--- src/rtl/counter_pkg.sv ---
// Shared constants and helpers for the loadable up/down counter.
package counter_pkg;

    localparam logic DIR_UP    = 1'b1;
    localparam logic DIR_DOWN  = 1'b0;
    localparam int   MODE_WRAP = 0;
    localparam int   MODE_SAT  = 1;

    // Bit width needed to count 0..n-1, never less than one bit.
    function automatic int clog2_min1(input int n);
        int w;
        w = 0;
        while ((1 << w) < n) w++;
        return (w < 1) ? 1 : w;
    endfunction

endpackage

--- src/rtl/prescaler_tick.sv ---
// Enable-gated prescaler; tick marks the cycle on which the counter steps.
module prescaler_tick
    import counter_pkg::*;
#(
    parameter int PRESCALE = 1
) (
    input  logic clk,
    input  logic rst_n,
    input  logic ena,
    input  logic clr,
    output logic tick
);

    localparam int PW = clog2_min1(PRESCALE);
    localparam logic [PW-1:0] LAST = PW'(PRESCALE - 1);

    logic [PW-1:0] cnt;

    assign tick = ena && (cnt == LAST);

    always_ff @(posedge clk or negedge rst_n) begin
        if (!rst_n) begin
            cnt <= '0;
        end else if (clr) begin
            cnt <= '0;
        end else if (ena) begin
            cnt <= tick ? '0 : cnt + 1'b1;
        end
    end

endmodule

--- src/rtl/updown_load_counter.sv ---
// Loadable up/down counter with prescaler, wrap/saturate bounds,
// terminal-count pulse, compare match and sticky overflow.
module updown_load_counter
    import counter_pkg::*;
#(
    parameter int WIDTH    = 8,
    parameter int PRESCALE = 1,
    parameter int SATURATE = 0
) (
    input  logic             clk,
    input  logic             rst_n,
    input  logic             ena,
    input  logic             load,
    input  logic [WIDTH-1:0] load_value,
    input  logic             up,
    input  logic [WIDTH-1:0] cmp_value,
    input  logic             clr_ovf,
    output logic [WIDTH-1:0] count,
    output logic             tc,
    output logic             match,
    output logic             ovf
);

    localparam logic [WIDTH-1:0] MAX = {WIDTH{1'b1}};
    localparam logic             SAT = (SATURATE == MODE_SAT);

    logic             tick;
    logic             hit;
    logic [WIDTH-1:0] count_next;

    prescaler_tick #(
        .PRESCALE(PRESCALE)
    ) u_presc (
        .clk  (clk),
        .rst_n(rst_n),
        .ena  (ena),
        .clr  (load),
        .tick (tick)
    );

    // Load overrides any step landing on the same edge.
    always_comb begin
        count_next = count;
        hit        = 1'b0;
        if (load) begin
            count_next = load_value;
        end else if (tick) begin
            if (up == DIR_UP) begin
                if (count == MAX) begin
                    hit        = 1'b1;
                    count_next = SAT ? MAX : '0;
                end else begin
                    count_next = count + 1'b1;
                end
            end else begin
                if (count == '0) begin
                    hit        = 1'b1;
                    count_next = SAT ? '0 : MAX;
                end else begin
                    count_next = count - 1'b1;
                end
            end
        end
    end

    always_ff @(posedge clk or negedge rst_n) begin
        if (!rst_n) begin
            count <= '0;
            tc    <= 1'b0;
            match <= 1'b0;
            ovf   <= 1'b0;
        end else begin
            count <= count_next;
            tc    <= hit;
            match <= (count_next == cmp_value);
            if (hit)
                ovf <= 1'b1;
            else if (clr_ovf)
                ovf <= 1'b0;
        end
    end

endmodule

--- config.mk ---
export PLATFORM = sky130hd
export DESIGN_NAME = updown_load_counter
export DESIGN_NICKNAME = d
export VERILOG_FILES = /design/src/rtl/counter_pkg.sv /design/src/rtl/prescaler_tick.sv /design/src/rtl/updown_load_counter.sv
export SDC_FILE = /design/constraint.sdc
export NUM_CORES = 1
export LEC_CHECK = 0
export CAP_MARGIN = 15
export CORE_UTILIZATION = 40
export CTS_CLUSTER_DIAMETER = 40
export DETAILED_ROUTE_END_ITERATION = 10
export GPL_TIMING_DRIVEN = 0
export PLACE_DENSITY = 0.68
export REMOVE_ABC_BUFFERS = 1
export SYNTH_ARGS = -nofsm -noshare
export SYNTH_HDL_FRONTEND = slang
export SYNTH_SLANG_ARGS = --single-unit
--- constraint.sdc ---
create_clock -name clk -period 5.6 [get_ports clk]
set_input_delay 0.56 -clock clk [delete_from_list [all_inputs] [get_ports clk]]
set_output_delay 0.56 -clock clk [all_outputs]
set_load 0.01 [all_outputs]
==> metrics.yaml, run 1 <==
drt_first_pass_iters: 7
syn_area_per_cell_um2: 8.11
cts_max_level: 1
cp.arrival_ns: 3.69
start_kind: "input pin"
critPathKind: "input pin to flip-flop"
drtAntennaViolNets: 0
clock_skew_ns: 0.00707
crit_slowest_cell: "or4_4"
timing.hold.ws_ns: 0.483
grt_usage_pct: 20.3
grt_overflow: 0
die_y_um: 57.1
yosys.cell_types.count: 49
synth_top_area_share_pct: 24.7
rr_worst_depth: 9
crit_fanout: 8
cts_sinks: 12
synth.area.top_cells: "dfrtp_1 25%, a2111oi_4 4.5%, nand2_1 4.0%"
path_cells: "clkdlybuf4s50_1, nor2b_1, o21ai_0, a221oi_1, mux2_2, or4_4, a2111oi_4"
grt_pass1_wl_um: 5130
synth.most_common_cell: "nand2_1"
portBuffers: 32
die_area_mm2: 0.00326
gp_congestion: 0.867
boundaryPins: 33
cp.required_ns: 5.77
cts_tree: "built"
status: "finished with violations"
setup_violations: 0
grt_pass1_vias: 1080
rsz0062_at_grt: "false"
synth_warnings: 0
max_cap_violations: 0
clkTransAtPathRegs_ns: 0.07
core_mm2: 0.00283
placementRows: 19
power.density_mw_per_mm2: 194
synth-seq-cells: 12
clk_root_buffer_cell: "clkbuf_4"
drc_errors: 8
dieWidth_um: 57.1
cts-buffers-inserted: 3
final_cells: 204
n_antenna_cell: 0
finalCritPeriodShare_pct: 62.9
fmaxAchievable_mhz: 284
via_count: 1215
violations: "design-rule violations"
clockBufferDepth: 2
synthFlopType: "dfrtp_1"
synthCells: 150
holdCritPathClass: "flip-flop to flip-flop"
slew_headroom_pct: 51.5
start_util_pct: 43.0
hold_viol: 0
grt_max_degree: 22
crit_start: "ena"
finalMaxSlewViolations: 0
endpoint_kind: "flip-flop"
worstHoldStart: "ovf"
timing.setup.tns_ns: 0
post-cts-setup-buffers: 0
layout.nets: 199
synth_edf_count: 0
tightestPinTransition_ns: 0.725
wl_per_cell_um: 15.3
rrSetupSlack_ns: 2.17
p_leak_nw: 0.617
vias_per_cell: 5.96
min_period_ns: 3.52
reg2reg_to: "match"
drive_gt1_share_pct: 8.09
synth_area_mm2: 0.00122
cts_hold_buf: 0
hpwl_um: 2400
cts.repair.resized: 0
critPathCapture: "match"
insertion_delay_ns: 0.28
synth_top_cell_by_area: "dfrtp_1"
grt_antenna_before_repair: 0
dr.first_iter.drc_count: 63
totalWireLength_um: 3110
hold_depth: 1
reg2reg_from: "count[0]"
ir_drop_uv: 151
slowest_delay_ns: 0.55
dp.cells: 200
synthTopCellsByCount: "13 x nand2_1, 12 x dfrtp_1, 12 x nor2_1, 10 x inv_1, 9 x o21ai_0"
area_delta_synth_final_pct: 27.4
ys_async_sr_fraction_pct: 100
synth_seq_area_share_pct: 24.7
## worst min-delay path by stage
stage               end  slack, ns
2_1_floorplan  count[0]       0.26
6_report            ovf       0.48
3_5_place_dp        ovf       0.47
3_3_place_gp        ovf       0.46
5_1_grt             ovf       0.50
4_1_cts             ovf       0.49
## worst max-delay path, delay by kind of cell
kind            cells  cell delay (ns)
compound gates      3             1.15
mux                 1             0.40
buf+inv             1             0.50
simple gates        2             1.08
## where the power goes
group	switching, mW	total [mW]	internal [mW]	leakage, nW
Clock	0.0310	0.0706	0.0396	0.0210
Sequential	0.0218	0.115	0.0933	0.151
Combinational	0.0558	0.115	0.0594	0.445
Total	0.109	0.301	0.192	0.617
## placed cells by master (no fill, tap or decap), drive strengths merged, types with 3 or more instances in the layout
| master | Yosys | layout |
|---|---|---|
| a21oi | 7 | 7 |
| dfrtp | 12 | 12 |
| inv | 10 | 10 |
| and3 | 3 | 3 |
| ha | 3 | 3 |
| nand3 | 5 | 5 |
| nor3 | 7 | 7 |
| xnor2 | 5 | 5 |
| o21ai | 9 | 9 |
| nand4 | 5 | 5 |
| mux2i | 4 | 4 |
| clkdlybuf4s50 | 0 | 32 |
| xor2 | 4 | 4 |
| nand2 | 13 | 13 |
| clkbuf | 6 | 4 |
| nor2 | 12 | 12 |
| a2111oi | 3 | 3 |
## per-layer routing
layer,track usage [%],vias up,wire (um),part of all wire [%]
li1,-,597,-,-
met4,7.32,0,31,1.0
met3,1.36,4,222,7.1
met2,33.6,54,1480,47
met1,27.9,560,1380,44
met5,0,-,0,0
## registers in the layout, indices dropped and copies added, names as in the netlist
signal and flops:
count 8, match 1, ovf 1, tc 1
u_presc.cnt 1
## layout make-up
class	count	area (um2)
clock buffer	4	36.3
fill	280	1280
inverter	10	37.5
multi-input combinational	115	816
sequential	12	300
tap	31	38.8
timing repair buffer	32	320
## cells by family (layout without fill, tap and decap cells)
logic type / count (synthesis) / in the layout / share of synthesized area, %
simple gates: 61 / 61 / 28.6
compound gates: 37 / 37 / 24.7
buf+inv: 23 / 46 / 8.23
flops: 12 / 12 / 24.7
xor+xnor: 9 / 9 / 6.48
mux: 5 / 5 / 4.22
fa+ha+maj: 3 / 3 / 3.09
## metrics by stage
step	power (mW)	setup slack (ns)	cell area, um2	utilization [%]
finish	0.301	2.08	1550	54.8
global route	0.320	1.92	1550	54.8
CTS	0.302	2.08	1550	54.8
detailed placement	0.232	1.80	1510	53.5
global placement	0.229	1.81	1510	53.5
floorplan	0.177	2.56	1150	-
No activity file was read; power rests on OpenSTA's default activity.
==> run 2, diff against run 1 <==
--- a/config.mk
+++ b/config.mk
@@ -10,7 +10,7 @@
 export CTS_CLUSTER_DIAMETER = 40
 export DETAILED_ROUTE_END_ITERATION = 10
 export GPL_TIMING_DRIVEN = 0
-export PLACE_DENSITY = 0.68
+export PLACE_DENSITY = 0.71
 export REMOVE_ABC_BUFFERS = 1
 export SYNTH_ARGS = -nofsm -noshare
 export SYNTH_HDL_FRONTEND = slang
==> constraint.sdc (replaced) <==
create_clock -name clk -period 2.99 [get_ports clk]
set_input_delay 0.299 -clock clk [delete_from_list [all_inputs] [get_ports clk]]
set_output_delay 0.299 -clock clk [all_outputs]
set_load 0.01 [all_outputs]
==> run 2 against run 1 <==
  * The run still ends with design-rule violations left
  * Sequential power rose by 83%
  * Global-route usage up 3.0 points
  * Via count grew 7.2%
  * Critical path depth up 2
  * Critical path type is now flip-flop to flip-flop
  * Critical endpoint unchanged
==> metrics.yaml, run 2 (synthesis gave the netlist of run 1 again) <==
status: "finished with violations"
violations: "design-rule violations"
finalMaxSlewViolations: 0  # unchanged
finalCritPeriodShare_pct: 94.4
die_y_um: 57.1  # unchanged
hpwl_um: 2400  # -0.17%
grt_usage_pct: 23.3  # +3.0 points
grt_max_degree: 22  # unchanged
grt_pass1_vias: 1245  # +15%
grt_antenna_before_repair: 0  # unchanged
fillers: 261  # -6.8%
holdCritPathClass: "input pin to asynchronous set/reset pin"
grt_overflow: 0  # unchanged
cts_max_level: 1  # unchanged
start_kind: "flip-flop"
drt_first_pass_iters: 7  # unchanged
largest_register: "count"
grt_pass1_wl_um: 5870  # +15%
largest_register_ffs: 8  # unchanged
setup_violations: 0  # unchanged
via_count: 1303  # +7.2%
n_antenna_cell: 0  # unchanged
boundaryPins: 33  # unchanged
drive_gt1_share_pct: 17.3  # +9.2 points
multi_input_comb_area_um2: 860  # +5.4%
area_delta_synth_final_pct: 34.9
crit_fanout: 3  # -5
drc_errors: 4  # -4
final_area_mm2: 0.00164  # +5.9%
cp.required_ns: 3.18  # -2.59 ns
vias_per_cell: 6.20  # +4.2%
ir_drop_uv: 373  # +150%
hold_viol: 0  # unchanged
tightestPinTransition_ns: 0.785  # +0.0606 ns
core_mm2: 0.00283  # unchanged
wl_per_cell_um: 16.3  # +7.1%
clock_skew_ns: 0.00346  # -0.00362 ns
cts_tree: "built"
reg2reg_from: "count[1]"
dieWidth_um: 57.1  # unchanged
utilization_pct: 58.0  # +3.2 points
gp_congestion: 0.944  # +8.8%
critPathKind: "flip-flop to flip-flop"
rsz0062_at_grt: "false"
endpoint_kind: "flip-flop"
start_util_pct: 43.0  # unchanged
clk_root_buffer_cell: "clkbuf_4"
p_leak_nw: 0.653  # +5.8%
clkTransAtPathRegs_ns: 0.08  # about the same
dr.first_iter.drc_count: 72  # +14%
totalWireLength_um: 3430  # +10%
portBuffers: 32  # unchanged
layout.nets: 205  # +3.0%
layout_commonest_cell: "clkdlybuf4s50_1"
insertion_delay_ns: 0.28  # about the same
die_area_mm2: 0.00326  # unchanged
min_period_ns: 2.82
clockBufferDepth: 2  # unchanged
fmaxAchievable_mhz: 354
place_area_mm2: 0.00151  # unchanged
max_cap_violations: 0  # unchanged
seqCellArea_um2: 305  # +1.7%
cts_hold_buf: 0  # unchanged
cts-buffers-inserted: 3  # unchanged
drtAntennaViolNets: 0  # unchanged
slew_headroom_pct: 47.7  # -3.9 points
placementRows: 19  # unchanged
power.density_mw_per_mm2: 362  # +86%
layout_common_cells: "30 x clkdlybuf4s50_1, 13 x nand2_1, 12 x nor2_1"
cp.arrival_ns: 3.01  # -0.68 ns
cts_sinks: 12  # unchanged
crit_start: "count[1]"
[run 2: cell count changes in the layout (fill, tap and decap cells not counted), moves of 2 or more]
| cell | before | now |
|---|---|---|
| buf_4 | 0 | 6 |
| dfrtp_1 | 12 | 8 |
| dfrtp_2 | 0 | 4 |
| clkdlybuf4s50_1 | 32 | 30 |
| dlygate4sd2_1 | 0 | 2 |
| inv_1 | 10 | 8 |
| inv_2 | 0 | 2 |
[run 2: cell type report]
class | instances | area share (%)
Clock buffer | 4 | 2.21
Inverter | 10 | 2.29
Multi-Input combinational cell | 115 | 52.4
Sequential cell | 12 | 18.6
Tap cell | 31 | 2.36
Timing Repair Buffer | 38 | 22.1
[run 2: path summary, 6_finish.rpt]
| check | slack, ns | endpoint | cells past startpoint |
|---|---|---|---|
| min in group clk | 0.48 | ovf | 1 |
| max | 0.17 | match | 9 |
| min | 0.38 | match | 1 |
| max in group asynchronous | 2.18 | count[2] | 1 |
| min reg2reg | 0.48 | ovf | 1 |
| max reg2reg | 0.17 | match | 9 |
[run 2: power breakdown]
part           internal, mW  leakage (nW)  switching, mW  total [mW]
clock network        0.0742        0.0210         0.0621       0.136
logic                 0.125         0.485          0.123       0.248
registers             0.176         0.147         0.0338       0.210
total                 0.376         0.653          0.219       0.594
[run 2: worst max-delay path: stages, from the launching register on]
cell and delay, ns:
dfrtp_2 0.41, inv_1 0.08, ha_2 0.19, or4b_4 0.48, o21bai_4 0.16, inv_2 0.06, a221oi_4 0.29, mux2_4 0.33
or4_4 0.55, a2111oi_4 0.19
[run 2: through the flow]
stage / TNS, ns / total power [mW] / std cells / hold WS, ns / worst slack (ns)
finish: 0 / 0.594 / 210 / 0.384 / 0.168
floorplan: -0.0532 / 0.332 / 137 / 0.00341 / -0.0532
global route: 0 / 0.628 / 210 / 0.425 / 0.0605
CTS: 0 / 0.589 / 209 / 0.389 / 0.00409
global placement: -0.503 / 0.427 / 200 / 0.462 / -0.503
detailed placement: -0.504 / 0.432 / 200 / 0.468 / -0.504
[run 2: layer usage]
metal	vias to the layer above	track usage (%)	wire, um
met5	-	0	0
met4	0	10.5	82
met3	11	3.17	263
met2	75	38.7	1640
met1	614	30.2	1450
li1	603	-	-
[run 2: timing repair]
item                                    4_1_cts  5_1_grt
endpoints found under the setup margin        1        1
hold endpoints to repair                      0        0
pin swaps                                     2        4
cloned                                        0        0
resized for setup                            14        3
setup buffers                                 5        1
==> run 3, diff against run 2 <==
--- a/config.mk
+++ b/config.mk
@@ -5,7 +5,7 @@
 export SDC_FILE = /design/constraint.sdc
 export NUM_CORES = 1
 export LEC_CHECK = 0
-export CAP_MARGIN = 15
+export CAP_MARGIN = 20
 export CORE_UTILIZATION = 40
 export CTS_CLUSTER_DIAMETER = 40
 export DETAILED_ROUTE_END_ITERATION = 10
==> constraint.sdc (replaced) <==
create_clock -name clk -period 2.99 [get_ports clk]
set_input_delay 0.897 -clock clk [delete_from_list [all_inputs] [get_ports clk]]
set_output_delay 0.897 -clock clk [all_outputs]
set_load 0.01 [all_outputs]
==> run 3 against run 2 <==
  * The run still ends with design-rule violations left
  * Critical path depth stayed put
  * Sequential power is essentially flat
  * Clock-buffer cell count unchanged
  * First-iteration DRC count fell by 8.3%
  * Clock power about the same
  * Fmax rose by 0.39%
  * Sequential cell count unchanged
  * Via count decreased by 0.69%
  * Total power increased by 0.78%
  * Setup slack better by 0.011 ns
  * Combinational power hardly changed
==> metrics.yaml, run 3 (synthesis gave the netlist of run 1 again) <==
status: "finished with violations"
violations: "design-rule violations"
cts-buffers-inserted: 3  # unchanged
path_cells: "inv_1, ha_2, or4b_4, o21bai_4, inv_2, a221oi_4, mux2_4, or4_4, a2111oi_4"
power.density_mw_per_mm2: 360  # -0.66%
setup_violations: 0  # unchanged
drive_gt1_share_pct: 20.6  # +3.2 points
drtAntennaViolNets: 0  # unchanged
clock_skew_ns: 0.00385  # +0.000391 ns
grt_overflow: 0  # unchanged
die_y_um: 57.1  # unchanged
drc_errors: 4  # unchanged
layout_common_cells: "29 x clkdlybuf4s50_1, 13 x nand2_1, 12 x nor2_1"
cts_sinks: 12  # unchanged
critPathKind: "flip-flop to flip-flop"
layout.nets: 206  # +0.49%
final_area_mm2: 0.00166  # +1.4%
n_antenna_cell: 0  # unchanged
hpwl_um: 2400  # unchanged
cts_tree: "built"
via_count: 1294  # -0.69%
largest_register_ffs: 8  # unchanged
grt_usage_pct: 23.7  # +0.43 points
finalMaxSlewViolations: 0  # unchanged
insertion_delay_ns: 0.28  # about the same
die_area_mm2: 0.00326  # unchanged
grt_pass1_vias: 1263  # +1.4%
tightestPinTransition_ns: 0.572  # -0.213 ns
clockBufferDepth: 2  # unchanged
fin_ws_ns: 0.179  # +0.0111 ns
timing.hold.ws_ns: 0.483  # +0.0988 ns
finalCritPeriodShare_pct: 94.0  # -0.37 points
cts_max_level: 1  # unchanged
rsz0062_at_grt: "false"
ir_drop_uv: 375  # +0.44%
wl_per_cell_um: 16.7  # +2.1%
largest_register: "count"
dieWidth_um: 57.1  # unchanged
vias_per_cell: 6.13  # -1.2%
place_area_mm2: 0.00151  # unchanged
start_kind: "flip-flop"
slowest_delay_ns: 0.55  # about the same
start_util_pct: 43.0  # unchanged
gp_congestion: 0.944  # unchanged
area_delta_synth_final_pct: 36.8
fmaxAchievable_mhz: 356  # +0.39%
grt_max_degree: 22  # unchanged
crit_fanout: 3  # unchanged
clk_root_buffer_cell: "clkbuf_4"
min_period_ns: 2.81  # -0.0111 ns
grt_pass1_wl_um: 5960  # +1.5%
pre_cts_slack_ns: -1.10  # -0.598 ns
cp.arrival_ns: 3.00  # about the same
boundaryPins: 33  # unchanged
core_mm2: 0.00283  # unchanged
cp.required_ns: 3.18  # about the same
placementRows: 19  # unchanged
max_cap_violations: 0  # unchanged
clkTransAtPathRegs_ns: 0.08  # about the same
grt_antenna_before_repair: 0  # unchanged
layout_commonest_cell: "clkdlybuf4s50_1"
slew_headroom_pct: 61.7  # +14 points
totalWireLength_um: 3520  # +2.6%
endpoint_kind: "flip-flop"
holdCritPathClass: "flip-flop to flip-flop"
p_leak_nw: 0.664  # +1.8%
drt_first_pass_iters: 7  # unchanged
hold_viol: 0  # unchanged
crit_slowest_cell: "or4_4"
dr.first_iter.drc_count: 66  # -8.3%
portBuffers: 32  # unchanged
run 3: metal layers:
layer  GRT usage (%)  wire length, um  vias to the layer above
met4            10.8               94                        0
met2            39.8             1670                       56
li1                -                -                      609
met3            2.49              170                       12
met5               0                0                        -
met1            30.7             1590                      617
run 3: final timing paths:
kind                           from        to  slack [ns]  cells after the start
hold reg to reg                 ovf       ovf        0.48                      1
max in group asynchronous     rst_n  count[2]        1.61                      1
hold / removal                  ovf       ovf        0.48                      1
min in group asynchronous     rst_n     match        0.97                      1
setup / recovery           count[1]     match        0.18                      9
setup reg to reg           count[1]     match        0.18                      9
run 3: area by class of cell:
cell class	count	area (um2)
Inverter	10	37.5
Sequential cell	12	305
Fill cell	260	1160
Tap cell	31	38.8
Clock buffer	4	36.3
Timing Repair Buffer	39	364
Multi-Input combinational cell	115	882
run 3: where the power goes:
group | internal, mW | total, mW | leakage, nW | switching (mW)
Sequential | 0.176 | 0.211 | 0.147 | 0.0347
Clock | 0.0742 | 0.137 | 0.0210 | 0.0625
Combinational | 0.126 | 0.251 | 0.496 | 0.125
run 3: worst max-delay path: cells and delay by family (launching register included):
| kind | cells | cell delay (ns) |
|---|---|---|
| and+or+nand+nor | 2 | 1.03 |
| AOI/OAI and AO/OA | 3 | 0.63 |
| DFF | 1 | 0.41 |
| muxes | 1 | 0.34 |
| adders and majority gates | 1 | 0.19 |
| buffers and inverters | 2 | 0.14 |
run 3: what timing repair did:
| action | CTS | global route |
|---|---|---|
| pin swaps | 3 | 4 |
| buffers inserted | 7 | 0 |
| gates resized for setup | 30 | 3 |
| hold buffers | 0 | 0 |
| cloned | 0 | 0 |
| setup endpoints to repair | 1 | 1 |
run 3: per-stage QoR:
stage	power [mW]	TNS, ns	instances	utilization, %
3_3_place_gp	0.427	-1.27	200	53.5
6_report	0.599	0	211	58.8
5_1_grt	0.632	0	211	58.8
3_5_place_dp	0.432	-1.28	200	53.5
2_1_floorplan	0.332	-0.115	137	-
4_1_cts	0.595	0	211	58.7
